$ cat src/rtl/gmii_pkg.sv
// gmii_pkg: GMII framing constants and framer state encoding shared by TX framer and RX checker
package gmii_pkg;
   localparam logic [7:0]  PREAMBLE_BYTE = 8'h55;
   localparam logic [7:0]  SFD_BYTE      = 8'hD5;
   localparam logic [31:0] CRC_POLY      = 32'hEDB88320;
   localparam logic [31:0] CRC_INIT      = 32'hFFFFFFFF;
   typedef enum logic [2:0] {IDLE, PREAMBLE, DATA, PAD, FCS, IFG} tx_state_t;
endpackage

$ cat src/rtl/crc32_d8.sv
// crc32_d8: one-byte update of the reflected IEEE 802.3 CRC32, LSB of data first
module crc32_d8
   import gmii_pkg::*;
(
   input  logic [31:0] crc_in,
   input  logic [7:0]  data,
   output logic [31:0] crc_out
);
   always_comb begin
      crc_out = crc_in;
      for (int i = 0; i < 8; i++)
         crc_out = (crc_out >> 1) ^ (CRC_POLY & {32{crc_out[0] ^ data[i]}});
   end
endmodule

$ cat src/rtl/gig_eth_tx_framer.sv
// gig_eth_tx_framer: byte stream to GMII frame with preamble/SFD, zero padding, FCS and IFG
module gig_eth_tx_framer
   import gmii_pkg::*;
#(
   parameter int MIN_LEN = 60,
   parameter int IFG_LEN = 12
)(
   input  logic       clock,
   input  logic       reset,
   input  logic [7:0] s_data,
   input  logic       s_valid,
   input  logic       s_last,
   output logic       s_ready,
   output logic [7:0] gmii_txd,
   output logic       gmii_tx_en,
   output logic       gmii_tx_er,
   output logic       frame_done,
   output logic       underrun
);
   tx_state_t   r_state;
   logic [2:0]  r_pre;
   logic [1:0]  r_fidx;
   logic [7:0]  r_ifg;
   logic [15:0] r_cnt;
   logic [31:0] r_crc;
   logic        r_done_pend;
   logic [7:0]  w_byte;
   logic [15:0] w_cnt_nx;
   logic [31:0] w_crc;
   logic [31:0] w_fcs;
   logic        w_short;

   assign s_ready  = (r_state == DATA);
   assign w_byte   = (r_state == PAD) ? 8'h00 : s_data;
   assign w_cnt_nx = (r_cnt == 16'hFFFF) ? r_cnt : r_cnt + 16'd1;
   assign w_short  = {16'd0, w_cnt_nx} < 32'(MIN_LEN);
   assign w_fcs    = ~r_crc;

   crc32_d8 u_crc (.crc_in(r_crc), .data(w_byte), .crc_out(w_crc));

   // frame_done trails the last FCS byte by one cycle, hence the pending stage
   always_ff @(posedge clock) begin
      if (reset) begin
         r_state     <= IDLE;
         r_pre       <= '0;
         r_fidx      <= '0;
         r_ifg       <= '0;
         r_cnt       <= '0;
         r_crc       <= CRC_INIT;
         r_done_pend <= 1'b0;
         gmii_txd    <= '0;
         gmii_tx_en  <= 1'b0;
         gmii_tx_er  <= 1'b0;
         frame_done  <= 1'b0;
         underrun    <= 1'b0;
      end else begin
         gmii_tx_er  <= 1'b0;
         underrun    <= 1'b0;
         frame_done  <= r_done_pend;
         r_done_pend <= 1'b0;
         case (r_state)
            IDLE: begin
               gmii_tx_en <= s_valid;
               gmii_txd   <= s_valid ? PREAMBLE_BYTE : 8'h00;
               if (s_valid) begin
                  r_state <= PREAMBLE;
                  r_pre   <= 3'd1;
                  r_cnt   <= '0;
                  r_crc   <= CRC_INIT;
               end
            end
            PREAMBLE: begin
               gmii_tx_en <= 1'b1;
               gmii_txd   <= (r_pre == 3'd7) ? SFD_BYTE : PREAMBLE_BYTE;
               r_pre      <= r_pre + 3'd1;
               if (r_pre == 3'd7) r_state <= DATA;
            end
            DATA: begin
               gmii_tx_en <= 1'b1;
               gmii_txd   <= s_valid ? s_data : 8'h00;
               gmii_tx_er <= !s_valid;
               underrun   <= !s_valid;
               if (s_valid) begin
                  r_crc <= w_crc;
                  r_cnt <= w_cnt_nx;
                  if (s_last) r_state <= w_short ? PAD : FCS;
               end else begin
                  r_state <= IFG;
                  r_ifg   <= '0;
               end
            end
            PAD: begin
               gmii_tx_en <= 1'b1;
               gmii_txd   <= 8'h00;
               r_crc      <= w_crc;
               r_cnt      <= w_cnt_nx;
               if (!w_short) r_state <= FCS;
            end
            FCS: begin
               gmii_tx_en <= 1'b1;
               gmii_txd   <= w_fcs[{r_fidx, 3'b000} +: 8];
               r_fidx     <= r_fidx + 2'd1;
               if (r_fidx == 2'd3) begin
                  r_state     <= IFG;
                  r_ifg       <= '0;
                  r_done_pend <= 1'b1;
               end
            end
            IFG: begin
               gmii_tx_en <= 1'b0;
               gmii_txd   <= 8'h00;
               if (r_ifg == 8'(IFG_LEN)) r_state <= IDLE;
               else r_ifg <= r_ifg + 8'd1;
            end
            default: r_state <= IDLE;
         endcase
      end
   end
endmodule

$ cat config.mk
export PLATFORM = sky130hd
export DESIGN_NAME = gig_eth_tx_framer
export DESIGN_NICKNAME = d
export VERILOG_FILES = /design/src/rtl/gmii_pkg.sv /design/src/rtl/crc32_d8.sv /design/src/rtl/gig_eth_tx_framer.sv
export SDC_FILE = /design/constraint.sdc
export NUM_CORES = 1
export LEC_CHECK = 0
export CORE_ASPECT_RATIO = 1.4
export CORE_MARGIN = 5
export CORE_UTILIZATION = 48
export DETAILED_ROUTE_END_ITERATION = 8
export GPL_TIMING_DRIVEN = 1
export HOLD_SLACK_MARGIN = 0.1
export PLACE_DENSITY_LB_ADDON = 0.12
export SLEW_MARGIN = 10
export SYNTH_ARGS = -nofsm -noshare
export SYNTH_HDL_FRONTEND = slang
export SYNTH_SLANG_ARGS = --single-unit
$ cat constraint.sdc
create_clock -name clock -period 3.12 [get_ports clock]
set_input_delay 0.78 -clock clock [delete_from_list [all_inputs] [get_ports clock]]
set_output_delay 0.78 -clock clock [all_outputs]
set_load 0.02 [all_outputs]
==> reports/metrics.cfg, run 1 <==
[status]
status=complete, no violations

[clocking]
clock_path_buffers=2
hold_buffers=0
cts_tree=done
cts_sinks=76
cts_setup_buffers=0
cts_resized=0
clkTransAtPathRegs_ps=60
clockRootBuffer=clkbuf_16
clock_latency_ps=340
h-tree-depth=3
cts_buffers=9

[yosys]
yosysSeqAreaShare=0.328
synth-seq-cells=76
syn_inst=557
synthTopCellsByArea=dfxtp_1 (33%), xnor2_1 (10%), xor2_1 (5.9%)
synth_fp_nets=575
synthArstFlopShare=0
netlist.area_leader.share=0.328
synth_top_area_cell=dfxtp_1
synthDistinctLibCells=53
synth_flop_cell=dfxtp_1
syn_avg_cell_area_um2=8.32
syn-cell-area_um2=4630
synth_edf_count=0
ys.warnings.count=0

[layout]
fin_cells=691
final_nets=594
layout_commonest_cell=dfxtp_1
n_fill_cell=901
multi_input_area_um2=2930
antenna_cells=0
seqCellArea_um2=1520
drive_gt1_frac=0.119
design_area_um2=5370
finalCoreUtilization=0.567
layout_common_cells=dfxtp_1 (76), nor2_1 (60), xnor2_1 (55)
synthToLayoutAreaGrowth_pct=15.8

[critical_path]
crit_path_top_delay_cell=clkdlybuf4s50_1
startpoint=s_data[6]
end_kind=flip-flop
crit_path_max_fanout=5
crit_type=in -> reg
startpoint_type=primary input
cp_cell_sequence=clkdlybuf4s50_1 > xor2_1 > nand2_1 > xnor2_2 > xnor3_1 > xor2_1 > nor2_1 > a311oi_1
crit_path_max_incr_delay_ps=500
critPathRequiredTime_ps=3370
crit_path_frequent_cell=xor2_1
r2r-start=r_cnt[1]
worstPathArrival_ps=2930

[sta]
worst_slack_ps=438
finClkSkew_ps=9.04
period_share=0.860
finalMaxSlewViolations=0
tightest_slew_ps=808
slew_headroom=0.457
fmax_mhz=373
finalHoldViolations=0
finalSetupViolations=0
finalSetupTns_ps=0
grt_setup_unrepaired=no
finalCriticalPeriod_ps=2680
fin_hold_ws_ps=450

[grt]
grt_start_max_net_pins=77
antenna_found_initial=0
grt-ovfl-total=0
grt_pass1_vias=4101
grtUsageTotal=0.213
grt_first_pass_wirelength_mm=20.1

[routing]
wl_met3_um=466
dr.pass1.iters=5
via_count=4122
vias_per_cell=5.97
first_iter_violations=278
routedWlPerCell_um=17.3
met2_length_mm=6.25
top_layer=met4
wl_met1_mm=4.92
antenna_left=0
drt_wl_total_mm=11.9
drc=0

[power]
finalPower_mw=4.23
power.density_nw_per_um2=789
p_leak_nw=1.88
ir_drop_mv=0.517

[floorplanning]
die_w_um=93.0
rows=42
die_y_um=126
die-area_um2=11700
io_pins=25
start_util=0.490
core_um2=9460

[place]
pre_cts_ws_ps=84.1
gp_congestion=0.900
dpl-instance-area_um2=5040
dp_cells=675
dp_hpwl_mm=8.54
io_buffers=24

[min_path]
hp-start=r_done_pend
hp-class=reg -> reg

[job]
cap_violations=0

==> critical path, delay by kind of cell <==
| kind | cells | cell delay (ps) |
|---|---|---|
| simple gates | 2 | 180 |
| compound gates | 1 | 200 |
| xor+xnor | 4 | 1260 |
| buf+inv | 1 | 500 |
==> cells in the mapped netlist, types with 2 or more instances <==
| master | instances |
|---|---|
| or3_1 | 3 |
| a211oi_1 | 5 |
| nor2_1 | 60 |
| nand2_1 | 45 |
| nand4_1 | 11 |
| mux2i_1 | 2 |
| o21ai_0 | 16 |
| o21a_1 | 2 |
| o32a_1 | 8 |
| dfxtp_1 | 76 |
| a21oi_1 | 33 |
| buf_1 | 2 |
| o22ai_1 | 22 |
| mux4_2 | 8 |
| nand4b_1 | 2 |
| a41oi_1 | 2 |
| a31oi_1 | 11 |
| inv_1 | 5 |
| nand3_1 | 12 |
| ha_1 | 6 |
| clkbuf_1 | 37 |
| xnor2_1 | 55 |
| a311oi_1 | 3 |
| xor2_1 | 31 |
| nand2b_1 | 27 |
| xnor2_2 | 3 |
| xor2_2 | 3 |
| nand3b_1 | 2 |
| a22oi_1 | 5 |
| and3_1 | 4 |
| nor4_1 | 5 |
| nor2b_1 | 6 |
| or2_2 | 8 |
| nor3_1 | 18 |
==> layer usage <==
| metal | track usage | vias to the layer above |
|---|---|---|
| met4 | 0.0811 | 0 |
| met3 | 0.0370 | 31 |
| met2 | 0.389 | 101 |
| met5 | 0 | - |
| li1 | - | 2004 |
| met1 | 0.244 | 1986 |
==> area by class of cell <==
class | instances | share of cell area
Clock inverter | 7 | 0.0184
Multi-Input combinational cell | 434 | 0.547
Clock buffer | 9 | 0.0420
Timing Repair Buffer | 50 | 0.0802
Inverter | 5 | 0.00350
Tap cell | 110 | 0.0256
Sequential cell | 76 | 0.284
==> logic make-up after synthesis <==
group                    Yosys count  synth area share
AO/OA/AOI/OAI                    115             0.159
XOR/XNOR                          93             0.188
adder cells (fa/ha/maj)            7            0.0184
buffers and inverters             47            0.0408
flip-flops                        76             0.328
multiplexers                      10            0.0432
AND/OR/NAND/NOR                  209             0.222
==> where the power goes <==
group          internal, mW  switching (mW)  leakage [nW]  total, mW
Clock                 0.705           0.440         0.156       1.14
Combinational         0.843            1.08          1.11       1.92
Sequential             1.08          0.0913         0.617       1.17
Total                  2.62            1.61          1.88       4.23
==> sequential cells by signal, indices dropped and copies added (netlist names) <==
signal,cells
frame_done,1
gmii_tx_en,1
r_fidx,2
r_cnt,16
r_state,3
r_done_pend,1
r_crc,32
r_ifg,8
gmii_txd,8
underrun,1
r_pre,3
==> path summary, 6_finish.rpt <==
path	to	slack [ps]	depth (start not counted)
worst max-delay path	r_crc[23]	440	8
worst min-delay path	frame_done	450	1
worst min register to register	frame_done	450	1
worst max register to register	r_state[2]	600	8
(Power assumes the default switching activity.)
==> run 2: changes to the inputs <==
==> constraint.sdc (replaced) <==
create_clock -name clock -period 3.12 [get_ports clock]
set_input_delay 0.624 -clock clock [delete_from_list [all_inputs] [get_ports clock]]
set_output_delay 0.624 -clock clock [all_outputs]
set_load 0.02 [all_outputs]
==> reports/metrics.cfg, run 2 (synthesized netlist as in run 1, its figures left out) <==
[sta]
slew_headroom=0.632  ; was 0.457
finalSetupTns_ps=0  ; unchanged
fin_hold_ws_ps=464  ; was 450 ps
period_share=0.834  ; was 0.860
worst_slack_ps=517  ; was 438 ps
finalSetupViolations=0  ; unchanged
finalMaxSlewViolations=0  ; unchanged
finClkSkew_ps=7.84  ; was 9.04 ps
finalHoldViolations=0  ; unchanged
tightest_slew_ps=550  ; was 808 ps
fmax_mhz=384  ; was 373 MHz
grt_setup_unrepaired=no  ; unchanged
finalCriticalPeriod_ps=2600  ; was 2680 ps

[critical_path]
crit_path_frequent_cell=xor2_1  ; unchanged
crit_path_max_incr_delay_ps=550  ; was 500 ps
crit_type=in -> reg  ; unchanged
critPathRequiredTime_ps=3370  ; about the same
crit_path_max_fanout=5  ; unchanged
cp_cell_sequence=clkdlybuf4s50_1 > xor2_1 > nand2_1 > xnor2_2 > xnor3_1 > xor2_1 > nor2_1 > a311oi_1  ; unchanged
crit_path_top_delay_cell=clkdlybuf4s50_1  ; unchanged
worstPathArrival_ps=2860  ; was 2930 ps
startpoint_type=primary input  ; unchanged
end_kind=flip-flop  ; unchanged

[place]
pre_cts_ws_ps=175  ; was 84.1 ps
gp_congestion=0.893  ; was 0.900
dp_hpwl_mm=8.58  ; was 8.54 mm
io_buffers=24  ; unchanged

[grt]
grt_start_max_net_pins=35  ; was 77
grt-ovfl-total=0  ; unchanged
grtUsageTotal=0.218  ; was 0.213
grt_pass1_vias=4033  ; was 4,101
grt_first_pass_wirelength_mm=20.5  ; was 20.1 mm
antenna_found_initial=0  ; unchanged

[routing]
antenna_left=0  ; unchanged
drt_wl_total_mm=12.2  ; was 11.9 mm
first_iter_violations=331  ; was 278
via_count=4067  ; was 4,122
vias_per_cell=5.91  ; was 5.97
dr.pass1.iters=5  ; unchanged
drc=0  ; unchanged
routedWlPerCell_um=17.7  ; was 17.3 um

[layout]
reg_top3=r_crc: 32 flops, r_cnt: 16 flops  ; unchanged
layout_commonest_cell=dfxtp_1  ; unchanged
antenna_cells=0  ; unchanged
final_nets=591  ; was 594
synthToLayoutAreaGrowth_pct=14.9  ; was 15.8%
finalCoreUtilization=0.563  ; was 0.567
seqCellArea_um2=1520  ; unchanged
largest-register=r_crc  ; unchanged
largest_reg_flops=32  ; unchanged
drive_gt1_frac=0.114  ; was 0.119
layout_common_cells=dfxtp_1 (76), nor2_1 (60), xnor2_1 (55)  ; unchanged
multi_input_area_um2=2930  ; unchanged
n_fill_cell=901  ; unchanged

[power]
ir_drop_mv=0.452  ; was 0.517 mV
power.density_nw_per_um2=779  ; was 789 nW/um2
p_leak_nw=1.85  ; was 1.88 nW

[clocking]
cts_resized=0  ; unchanged
clock_path_buffers=2  ; unchanged
clkTransAtPathRegs_ps=60  ; about the same
cts_setup_buffers=0  ; unchanged
cts_buffers=9  ; unchanged
cts_sinks=76  ; unchanged
clock_latency_ps=340  ; about the same
clockRootBuffer=clkbuf_16  ; unchanged
h-tree-depth=3  ; unchanged
cts_tree=done  ; unchanged
hold_buffers=0  ; unchanged

[floorplanning]
die-area_um2=11700  ; unchanged
start_util=0.490  ; unchanged
core_um2=9460  ; unchanged
io_pins=25  ; unchanged
die_w_um=93.0  ; unchanged
die_y_um=126  ; unchanged
rows=42  ; unchanged

[status]
status=complete, no violations  ; unchanged

[job]
cap_violations=0  ; unchanged

[min_path]
hp-class=reg -> reg  ; unchanged

run 2: changes by cell type in the layout (fill, tap and decap cells not counted):
cell	delta
clkinv_4	-1
clkbuf_8	+1
clkinv_2	+1
clkinvlp_4	+1
buf_4	-3
inv_6	-1
bufinv_16	-1
run 2: through the flow:
stage                     power [mW]  instances  cell area (um2)
final                           4.15        688             5320
after global routing            4.39        688             5320
after CTS                       4.17        688             5320
after detailed placement        3.08        672             5020
after global placement          3.06        672             5020
after floorplan                 2.56        557             4630
run 2: final timing paths:
path | depth (start not counted) | startpoint | to | slack, ps
setup / recovery | 8 | s_data[0] | r_crc[20] | 520
hold / removal | 1 | r_done_pend | frame_done | 460
setup reg to reg | 8 | r_cnt[1] | r_state[2] | 610
hold reg to reg | 1 | r_done_pend | frame_done | 460
run 2: layer usage:
metal | global-route usage | vias to the layer above | share of wire
met5 | 0 | - | 0
met4 | 0.0647 | 0 | 0.015
met3 | 0.0394 | 13 | 0.036
met2 | 0.387 | 77 | 0.53
met1 | 0.265 | 1991 | 0.42
li1 | - | 1986 | -
run 2: worst max-delay path, delay by kind of cell:
kind	cells	cell delay, ps
buffers and inverters	1	550
AND/OR/NAND/NOR	2	190
AO/OA/AOI/OAI	1	200
XOR/XNOR	4	1280
run 2: layout make-up:
type / count / area share
clock buffers: 10 / 0.0449
repair buffers: 47 / 0.0766
well taps: 110 / 0.0259
multi-input cells: 434 / 0.551
clock inverters: 6 / 0.0120
inverters: 5 / 0.00353
flip-flops and latches: 76 / 0.286
run 2: power breakdown:
part           switching [mW]  leakage (nW)  internal, mW
clock                   0.433         0.144         0.640
sequential             0.0908         0.617          1.08
combinational            1.08          1.09         0.826
total                    1.61          1.85          2.54
